==> config.mk <==
export PLATFORM = sky130hd
export DESIGN_NAME = md5_result_reporter
export DESIGN_NICKNAME = d
export VERILOG_FILES = /design/src/rtl/md5_report_pkg.sv /design/src/rtl/uart_tx_byte.sv /design/src/rtl/md5_result_reporter.sv
export SDC_FILE = /design/constraint.sdc
export NUM_CORES = 1
export LEC_CHECK = 0
export CAP_MARGIN = 10
export CORE_MARGIN = 3
export CORE_UTILIZATION = 50
export DETAILED_ROUTE_END_ITERATION = 12
export PLACE_DENSITY = 0.76
export SLEW_MARGIN = 20
export SYNTH_ARGS = -nofsm -noshare
export SYNTH_HDL_FRONTEND = slang
export SYNTH_SLANG_ARGS = --single-unit
==> constraint.sdc <==
create_clock -name CLK -period 2.75 [get_ports CLK]
set_input_delay 0.4125 -clock CLK [delete_from_list [all_inputs] [get_ports CLK]]
set_output_delay 0.4125 -clock CLK [all_outputs]
set_load 0.05 [all_outputs]
==> src/rtl/md5_report_pkg.sv <==
// Shared types, ASCII constants and message helpers for the MD5 result reporter.
package md5_report_pkg;

  typedef enum logic [1:0] {MSG_NONE, MSG_FOUND, MSG_DONE, MSG_START} msg_t;
  typedef enum logic [1:0] {RPT_IDLE, RPT_LOAD, RPT_SEND, RPT_NEXT} rpt_state_t;
  typedef enum logic [1:0] {TX_IDLE, TX_START, TX_DATA, TX_STOP} tx_state_t;

  localparam logic [7:0] ASCII_F     = 8'h46;
  localparam logic [7:0] ASCII_COLON = 8'h3A;
  localparam logic [7:0] ASCII_D     = 8'h44;
  localparam logic [7:0] ASCII_S     = 8'h53;
  localparam logic [7:0] ASCII_CR    = 8'h0D;
  localparam logic [7:0] ASCII_LF    = 8'h0A;

  // "F:" plus eight hex digits
  localparam logic [3:0] FOUND_BODY_LEN = 4'd10;

  function automatic logic [7:0] hex_ascii(input logic [3:0] nibble);
    return (nibble < 4'd10) ? (8'h30 + {4'h0, nibble}) : (8'h37 + {4'h0, nibble});
  endfunction

  function automatic logic [3:0] msg_len(input msg_t t, input logic crlf);
    logic [3:0] body;
    body = (t == MSG_FOUND) ? FOUND_BODY_LEN : 4'd1;
    return body + (crlf ? 4'd2 : 4'd1);
  endfunction

endpackage

==> src/rtl/uart_tx_byte.sv <==
// UART 8N1 byte transmitter: start bit, 8 data bits LSB first, stop bit.
module uart_tx_byte
  import md5_report_pkg::*;
#(
  parameter int CLKS_PER_BIT = 868
) (
  input  logic       CLK,
  input  logic       CPU_RESETN,
  input  logic [7:0] data,
  input  logic       start,
  output logic       tx,
  output logic       ready,
  output logic       byte_done
);

  localparam logic [15:0] LAST_CNT = 16'(CLKS_PER_BIT - 1);

  tx_state_t   state, state_n;
  logic [15:0] clk_cnt, clk_cnt_n;
  logic [2:0]  bit_idx, bit_idx_n;
  logic [7:0]  shreg, shreg_n;
  logic        tx_n;

  always_ff @(posedge CLK or negedge CPU_RESETN) begin
    if (!CPU_RESETN) begin
      state   <= TX_IDLE;
      clk_cnt <= '0;
      bit_idx <= '0;
      shreg   <= '0;
      tx      <= 1'b1;
    end else begin
      state   <= state_n;
      clk_cnt <= clk_cnt_n;
      bit_idx <= bit_idx_n;
      shreg   <= shreg_n;
      tx      <= tx_n;
    end
  end

  // Handshake: start is honoured only while ready (idle); byte_done is high
  // for exactly the last clock of the stop bit, after which ready returns.
  always_comb begin
    state_n   = state;
    clk_cnt_n = clk_cnt + 16'd1;
    bit_idx_n = bit_idx;
    shreg_n   = shreg;
    tx_n      = tx;
    byte_done = 1'b0;
    ready     = (state == TX_IDLE);
    case (state)
      TX_IDLE: begin
        clk_cnt_n = '0;
        tx_n      = 1'b1;
        if (start) begin
          shreg_n = data;
          state_n = TX_START;
          tx_n    = 1'b0;
        end
      end
      TX_START: begin
        if (clk_cnt == LAST_CNT) begin
          clk_cnt_n = '0;
          bit_idx_n = '0;
          tx_n      = shreg[0];
          state_n   = TX_DATA;
        end
      end
      TX_DATA: begin
        if (clk_cnt == LAST_CNT) begin
          clk_cnt_n = '0;
          if (bit_idx == 3'd7) begin
            tx_n    = 1'b1;
            state_n = TX_STOP;
          end else begin
            bit_idx_n = bit_idx + 3'd1;
            shreg_n   = shreg >> 1;
            tx_n      = shreg[1];
          end
        end
      end
      TX_STOP: begin
        if (clk_cnt == LAST_CNT) begin
          clk_cnt_n = '0;
          byte_done = 1'b1;
          state_n   = TX_IDLE;
        end
      end
      default: state_n = TX_IDLE;
    endcase
  end

endmodule

==> src/rtl/md5_result_reporter.sv <==
// Watches the MD5 driver status lines and reports found/done/start events as ASCII over UART.
module md5_result_reporter
  import md5_report_pkg::*;
#(
  parameter int CLKS_PER_BIT = 868,
  parameter bit NEWLINE_CRLF = 1'b1
) (
  input  logic        CLK,
  input  logic        CPU_RESETN,
  input  logic [31:0] target,
  input  logic        status_found,
  input  logic        status_done,
  input  logic        enabled,
  output logic        uart_tx,
  output logic        busy,
  output logic [7:0]  report_count,
  output logic        overflow,
  output rpt_state_t  dbg_state
);

  logic        prev_found, prev_done, prev_en;
  logic        found_evt, done_evt, start_evt;
  msg_t        evt_type, act_type, pend_type;
  logic [31:0] evt_val, act_val, pend_val;
  logic        pend_valid;
  rpt_state_t  state, state_n;
  logic [3:0]  byte_idx, idx_n, last_idx, body_len;
  logic [3:0]  nib;
  logic [7:0]  tx_byte;
  logic        tx_start, tx_ready, byte_done, finish;

  assign found_evt = status_found & ~prev_found;
  assign done_evt  = status_done & ~prev_done;
  assign start_evt = enabled & ~prev_en;
  assign evt_type  = found_evt ? MSG_FOUND : done_evt ? MSG_DONE : start_evt ? MSG_START : MSG_NONE;
  assign evt_val   = found_evt ? target : '0;
  assign last_idx  = msg_len(act_type, NEWLINE_CRLF) - 4'd1;
  assign busy      = (state != RPT_IDLE) | pend_valid;
  assign dbg_state = state;

  always_ff @(posedge CLK or negedge CPU_RESETN) begin
    if (!CPU_RESETN) begin
      state    <= RPT_IDLE;
      byte_idx <= '0;
    end else begin
      state    <= state_n;
      byte_idx <= idx_n;
    end
  end

  always_comb begin
    state_n  = state;
    idx_n    = byte_idx;
    tx_start = 1'b0;
    finish   = 1'b0;
    case (state)
      RPT_IDLE: if (evt_type != MSG_NONE) begin
        state_n = RPT_LOAD;
        idx_n   = '0;
      end
      RPT_LOAD: begin
        tx_start = tx_ready;
        state_n  = RPT_SEND;
      end
      RPT_SEND: if (byte_done) state_n = RPT_NEXT;
      RPT_NEXT: begin
        if (byte_idx == last_idx) begin
          finish  = 1'b1;
          idx_n   = '0;
          // chain straight into the next message when one is waiting
          state_n = (pend_valid || evt_type != MSG_NONE) ? RPT_LOAD : RPT_IDLE;
        end else begin
          idx_n   = byte_idx + 4'd1;
          state_n = RPT_LOAD;
        end
      end
      default: state_n = RPT_IDLE;
    endcase
  end

  always_ff @(posedge CLK or negedge CPU_RESETN) begin
    if (!CPU_RESETN) begin
      prev_found   <= 1'b0;
      prev_done    <= 1'b0;
      prev_en      <= 1'b0;
      act_type     <= MSG_NONE;
      act_val      <= '0;
      pend_type    <= MSG_NONE;
      pend_val     <= '0;
      pend_valid   <= 1'b0;
      report_count <= '0;
      overflow     <= 1'b0;
    end else begin
      prev_found <= status_found;
      prev_done  <= status_done;
      prev_en    <= enabled;
      if (state == RPT_IDLE) begin
        if (evt_type != MSG_NONE) begin
          act_type <= evt_type;
          act_val  <= evt_val;
        end
      end else if (finish) begin
        if (pend_valid) begin
          act_type   <= pend_type;
          act_val    <= pend_val;
          pend_valid <= (evt_type != MSG_NONE);
          if (evt_type != MSG_NONE) begin
            pend_type <= evt_type;
            pend_val  <= evt_val;
          end
        end else if (evt_type != MSG_NONE) begin
          act_type <= evt_type;
          act_val  <= evt_val;
        end
      end else if (evt_type != MSG_NONE) begin
        if (!pend_valid) begin
          pend_type  <= evt_type;
          pend_val   <= evt_val;
          pend_valid <= 1'b1;
        end else begin
          overflow <= 1'b1;
        end
      end
      if (finish) report_count <= report_count + 8'd1;
    end
  end

  always_comb begin
    case (byte_idx)
      4'd2:    nib = act_val[31:28];
      4'd3:    nib = act_val[27:24];
      4'd4:    nib = act_val[23:20];
      4'd5:    nib = act_val[19:16];
      4'd6:    nib = act_val[15:12];
      4'd7:    nib = act_val[11:8];
      4'd8:    nib = act_val[7:4];
      4'd9:    nib = act_val[3:0];
      default: nib = 4'h0;
    endcase
  end

  // Byte layout: body (F: + hex, or a single letter), then CR (optional) and LF.
  always_comb begin
    body_len = (act_type == MSG_FOUND) ? FOUND_BODY_LEN : 4'd1;
    tx_byte  = ASCII_LF;
    if (byte_idx < body_len) begin
      if (act_type == MSG_FOUND) begin
        if (byte_idx == 4'd0)      tx_byte = ASCII_F;
        else if (byte_idx == 4'd1) tx_byte = ASCII_COLON;
        else                       tx_byte = hex_ascii(nib);
      end else begin
        tx_byte = (act_type == MSG_DONE) ? ASCII_D : ASCII_S;
      end
    end else if (NEWLINE_CRLF && byte_idx == body_len) begin
      tx_byte = ASCII_CR;
    end
  end

  uart_tx_byte #(.CLKS_PER_BIT(CLKS_PER_BIT)) u_tx (
    .CLK       (CLK),
    .CPU_RESETN(CPU_RESETN),
    .data      (tx_byte),
    .start     (tx_start),
    .tx        (uart_tx),
    .ready     (tx_ready),
    .byte_done (byte_done)
  );

endmodule
# --- After elaboration in Yosys (flattened, before gate mapping) ---
# Index checks and enable logic that the tools add are counted.
classes:
  n_addsub: 8
  n_mul: 0
  div: 0
  n_lt_le_gt_ge: 2
  n_eq_ne: 31
  n_shift: 0
  mux: 68
  n_bitwise: 9
  n_reduce_logical: 22
op_table:
  columns: ["op", "count"]
  rows:
  - ["$mux 32", 10]
  - ["$mux 8", 5]
  - ["$mux 2", 19]
  - ["$pmux 16 s2", 1]
  - ["$pmux 4 s8", 1]
  - ["$mux 7", 3]
  - ["$add 16x1->16 const B", 1]
  - ["$eq 16x10->1 const B", 1]
  - ["$eq 4x3->1 const B", 4]
  - ["$mux 16", 1]
  - ["$pmux 2 s4", 2]
  - ["$pmux 8 s2", 1]
  - ["$reduce_and 4->1", 4]
  - ["$add 6x4->7 const A", 2]
  - ["$mux 1", 14]
  - ["$reduce_bool 2->1", 7]
  - ["$mux 3", 4]
  - ["$mux 4", 3]
  - ["$eq 2x2->1 const B", 5]
  - ["$ne 2x1->1 const B", 5]
  - ["$ne 2x2->1 const B", 5]
  - ["$add 8x1->8 const B", 1]
  - ["$eq 4x2->1 const B", 2]
  - ["$eq 4x4->1", 2]
  - ["other kinds (25)", 37]
totals:
  register_bits: 117
  latch_bits: 0
  mem_bits_rw: 0
  mem_bits_ro: 0
  in_bits: 37
  out_inout_bits: 13
  word_cells: 157
  mem_count: 0

# --- Depth between registers and ports, before layout ---
depth:
  ltp_word: 10
  mapped_depth: 12
  depth_no_buf: 10

# --- Hierarchy ---
# Synthesis repeated with hierarchy kept, for this count alone.
hier_totals:
  hier_cells: 685
  hier_area_um2: 6114.6
by_module_without_submodules:
  columns: ["module", "instances", "cells_per_inst", "area_each_um2", "seq_area_each_um2"]
  rows:
  - ["md5_result_reporter", 1, 509, 4390.5, 2177.1]
  - ["uart_tx_byte", 1, 176, 1724.2, 752.0]

# --- Worst setup path after synthesis ---
# Ideal clock, no wire load.
synth_timing:
  kind: "register to register"
  start: "register byte_idx[1]"
  end: "register u_tx.shreg[2]"
  setup_time_ns: 0.065
  arrival_time_ns: 2.438
  t_required_ns: 2.685
  path_slack_ns: 0.247
  stages_incl_launch_ff: 12
  path_buffers: 1
  synth_period_minus_slack_ns: 2.503
  cell_sequence: "dfrtp_1 inv_1 ha_1 buf_2 a22oi_1 a311oi_1 nor3_1 ha_1 o21ai_2 or3b_1 a221oi_2 o211a_1"
synth_via:
  elab_chain_len: 10
  word_cells_on_any_way: 24
  cone_classes: "add/sub (2); order compare (2); eq/ne (10); mux (9); reduce/logical (1)"
synth_rtl:
  columns: ["element", "line_no", "rtl"]
  rows:
  - ["from (decl)", "md5_result_reporter.sv:27", "logic [3:0] byte_idx, idx_n, last_idx, body_len;"]
  - ["from (signal assigned)", "md5_result_reporter.sv:47", "byte_idx <= idx_n;"]
  - ["$eq 4x4->1, or another cell as far along", "md5_result_reporter.sv:129", "case (byte_idx)"]
  - ["$pmux 4 s8", "md5_result_reporter.sv:129", null]
  - ["$add 6x4->7 / $lt 4x4->1 (equally long branches)", "md5_report_pkg.sv:19", "return (nibble < 4'd10) ? (8'h30 + {4'h0, nibble}) : (8'h37 + {4'h0, nibble});"]
  - ["$mux 7", "md5_report_pkg.sv:19", null]
  - ["$mux 7", "md5_result_reporter.sv:149", "else if (byte_idx == 4'd1) tx_byte = ASCII_COLON;"]
  - ["$mux 7", "md5_result_reporter.sv:148", "if (byte_idx == 4'd0) tx_byte = ASCII_F;"]
  - ["$mux 8", "md5_result_reporter.sv:147", "if (act_type == MSG_FOUND) begin"]
  - ["$mux 8 *", "md5_result_reporter.sv:146", "if (byte_idx < body_len) begin"]
  - ["$mux 8 *", "uart_tx_byte.sv:54", "if (start) begin"]
  - ["$pmux 8 s2 *", "uart_tx_byte.sv:50", "case (state)"]
  - ["to (signal assigned)", "uart_tx_byte.sv:35", "shreg <= shreg_n;"]
  - ["to (decl)", "uart_tx_byte.sv:21", "logic [7:0] shreg, shreg_n;"]
# Every way passes the cells marked *; elsewhere a longest branch is shown, timed or not. The select of a mux whose other input is x is not followed.
# A chain may end at the register's enable or synchronous reset.

# --- Worst setup path after layout ---
# Ends and elaborated chain as after synthesis.

==> impl_results.md <==
* Clock power frac at 0.301
* Max Cap Viol at 0
* Vias in the first global route at 4848
* RSZ-0062 raised after global routing: false
* Post-synth EDFFs at 0
* Worst-case clock skew at 0.00642 ns
* Int Pwr at 0.00469 W
* Initial antenna violation count at 0
* Startpoint Class: flop
* Num Clock Sinks at 116
* Mean Syn Cell Area at 8.72 µm²
* CP Max Fanout at 9
* DRC violations left at 0
* Final setup margin at 0.197 ns
* Setup Total Neg Slack at 0 ns
* Area Growth Syn to Fin at 22.0%
* GRT overflow at 0
* Crit path required time at 3.10 ns
* Count leader, synth: nand2_1
* Leak pwr at 3.13 nW
* Final Hold Viols at 0
* Clk buf depth at 2
* Maximum vdd ir drop at 571 µV
* Syn_nets at 742
* Crit path DAT at 2.91 ns
* Sw frac at 0.368
* Gr usage total at 0.213
* Antenna Cells at 0
* Post-DR vias/cell at 5.48
* Root Driver: clkbuf_16
* Routability Congestion at 0.911
* Final Slew Violations at 0
* Yosys reg bits at 116
* DRT antenna net count at 0
* Yosys cell types at 59
* P per Cell Area at 1020 nW/µm²
* Die width at 115 µm
* Die Span Y at 115 µm
* HP Class: input port to asynchronous set/reset pin
* Gate power share at 0.349
* Die Area at 13300 µm²
* Initial core utilization at 0.517
* Synth Instances at 683
* Worst slack at placement at 0.0152 ns
* # H-tree levels at 4
* Total wire length at 13.2 mm
* Worst skew pair latency at 0.42 ns
* Worst slew pin tran at 0.799 ns
* First-pass GRT wire length at 22.7 mm
* Minimum clock period at 2.55 ns
* Yosys warns at 0
* Layout Nets at 788
* Main flop type after synthesis: dfrtp_1
* DR iter-0 viols at 339
* Layout cells sized above 1 at 0.0903
* Synth top area share at 0.483
* Post-synth ARST share at 1.00
* Routed WL per cell at 14.9 µm
* I/O pin cnt at 50
* Rows at 39
* Drt pass-1 iters at 5
* Sequential fraction of design power at 0.350
* Largest net degree at the start of global routing at 75
* Max transition margin at 0.452
* Core ar. at 11500 µm²
* IO buf count at 49
* Outcome: finished, final reports clean
* Fmax at 0.392 GHz
* Main area contributors after synthesis: dfrtp_1 48%, nand2_1 9.2%, o21ai_0 7.1%
* Switching power at 0.00273 W
* Synthesized area at 5960 µm²
* Num CTS Buffers at 17
* Crit Path Category: flop to flop
* Dpl hpwl at 9.06 mm
* CP Capture Type: flop
* Period utilisation layout at 0.928
* Sequential area share after synthesis at 0.487
* Top post-synthesis cells by count: 146 x nand2_1, 115 x dfrtp_1, 85 x o21ai_0
* DR vias at 4853
* TritonCTS clock tree: done
* Area leader, netlist: dfrtp_1
* Clk slew on worst S/H paths at 0.05 ns
* Final setup violating endpoints at 0
-- power by group through the flow --
| stage | registers, W | clock network (W) | logic [W] |
|---|---|---|---|
| final | 0.00260 | 0.00223 | 0.00259 |
| after global routing | 0.00266 | 0.00236 | 0.00293 |
| after CTS | 0.00259 | 0.00227 | 0.00259 |
| after detailed placement | 0.00261 | 0 | 0.00257 |
| after global placement | 0.00258 | 0 | 0.00246 |
| after floorplan | 0.00261 | 0 | 0.00182 |
-- worst max-delay path, stage by stage, from the launching register on --
cell	delay, ns
dfrtp_2	0.41
inv_1	0.09
ha_1	0.30
a22oi_1	0.23
nand3_1	0.13
a32oi_2	0.28
ha_1	0.22
o21ai_2	0.06
or3b_1	0.39
a221oi_2	0.22
o211a_1	0.16
-- stage by stage --
step / power [W] / utilization / instance area, µm² / std cells / hold WS (ns)
after floorplan: 0.00443 / - / 5960 / 683 / 0.117
after global placement: 0.00504 / 0.575 / 6620 / 851 / 0.240
after detailed placement: 0.00518 / 0.575 / 6620 / 851 / 0.240
after CTS: 0.00745 / 0.629 / 7250 / 884 / 0.347
after global routing: 0.00795 / 0.631 / 7270 / 885 / 0.368
final: 0.00743 / 0.631 / 7270 / 885 / 0.358
-- cell families after synthesis --
family                     count (synthesis)  share of synthesized area
and+or+nand+nor                          278                      0.201
AOI/OAI and AO/OA                        186                      0.183
DFF                                      116                      0.487
buffers and inverters                     52                     0.0388
xor gates and xnor gates                  24                     0.0353
adders and majority gates                 22                     0.0462
muxes                                      5                    0.00882
-- registers in the layout, summed over array words and instances, names as in the netlist --
name and cells:
prev_done 1, pend_valid 1, act_val 32, prev_found 1, overflow 1, u_tx.tx 1, prev_en 1, dbg_state 2
u_tx.bit_idx 3, u_tx.clk_cnt 16, u_tx.state 2, pend_type 2, byte_idx 4, u_tx.shreg 7, pend_val 32, report_count 8
act_type 2
-- path summary, 6_finish.rpt --
| path | slack (ns) | cells after the start | to | from |
|---|---|---|---|---|
| setup reg to reg | 0.20 | 10 | u_tx.shreg[2]$_DFFE_PN0P_ | byte_idx[1]$_DFFE_PN0P_ |
| hold / removal | 0.36 | 2 | u_tx.clk_cnt[14]$_DFF_PN0_ | CPU_RESETN |
| hold reg to reg | 0.48 | 2 | pend_val[12]$_DFFE_PN0P_ | pend_val[12]$_DFFE_PN0P_ |
| max in group asynchronous | 1.72 | 3 | act_val[19]$_DFFE_PN0N_ | CPU_RESETN |
| setup / recovery | 0.20 | 10 | u_tx.shreg[2]$_DFFE_PN0P_ | byte_idx[1]$_DFFE_PN0P_ |
| min in group CLK | 0.46 | 1 | prev_en$_DFF_PN0_ | enabled |
-- cell usage in the layout (no fill, tap or decap), types with 17 or more instances in the layout --
master	instances
a21oi_1	51
dfrtp_1	113
nand2_1	145
o21ai_0	85
clkbuf_16	17
clkdlybuf4s50_1	48
nand3_1	17
nor2_1	68
ha_1	22
-- area by class of cell --
class | count | area, µm²
well taps | 143 | 179
inverters | 13 | 48.8
flip-flops and latches | 116 | 2910
multi-input cells | 515 | 2850
clock inverters | 10 | 120
clock buffers | 22 | 494
repair buffers | 66 | 668
fillers | 941 | 4250
-- routing by layer --
metal  part of all wire  vias up  GRT usage
li1                   -     2436          -
met5                  0        -          0
met4              0.019        0     0.0704
met2               0.49      109      0.357
met3              0.041       24     0.0563
met1               0.45     2284      0.269
-- repair_timing --
item,CTS,global route
hold buffers,1,0
resized for setup,0,4
endpoints found under the hold margin,6,0
setup buffers,0,1
setup endpoints to repair,0,2
No activity file was read; power rests on OpenSTA's default activity.
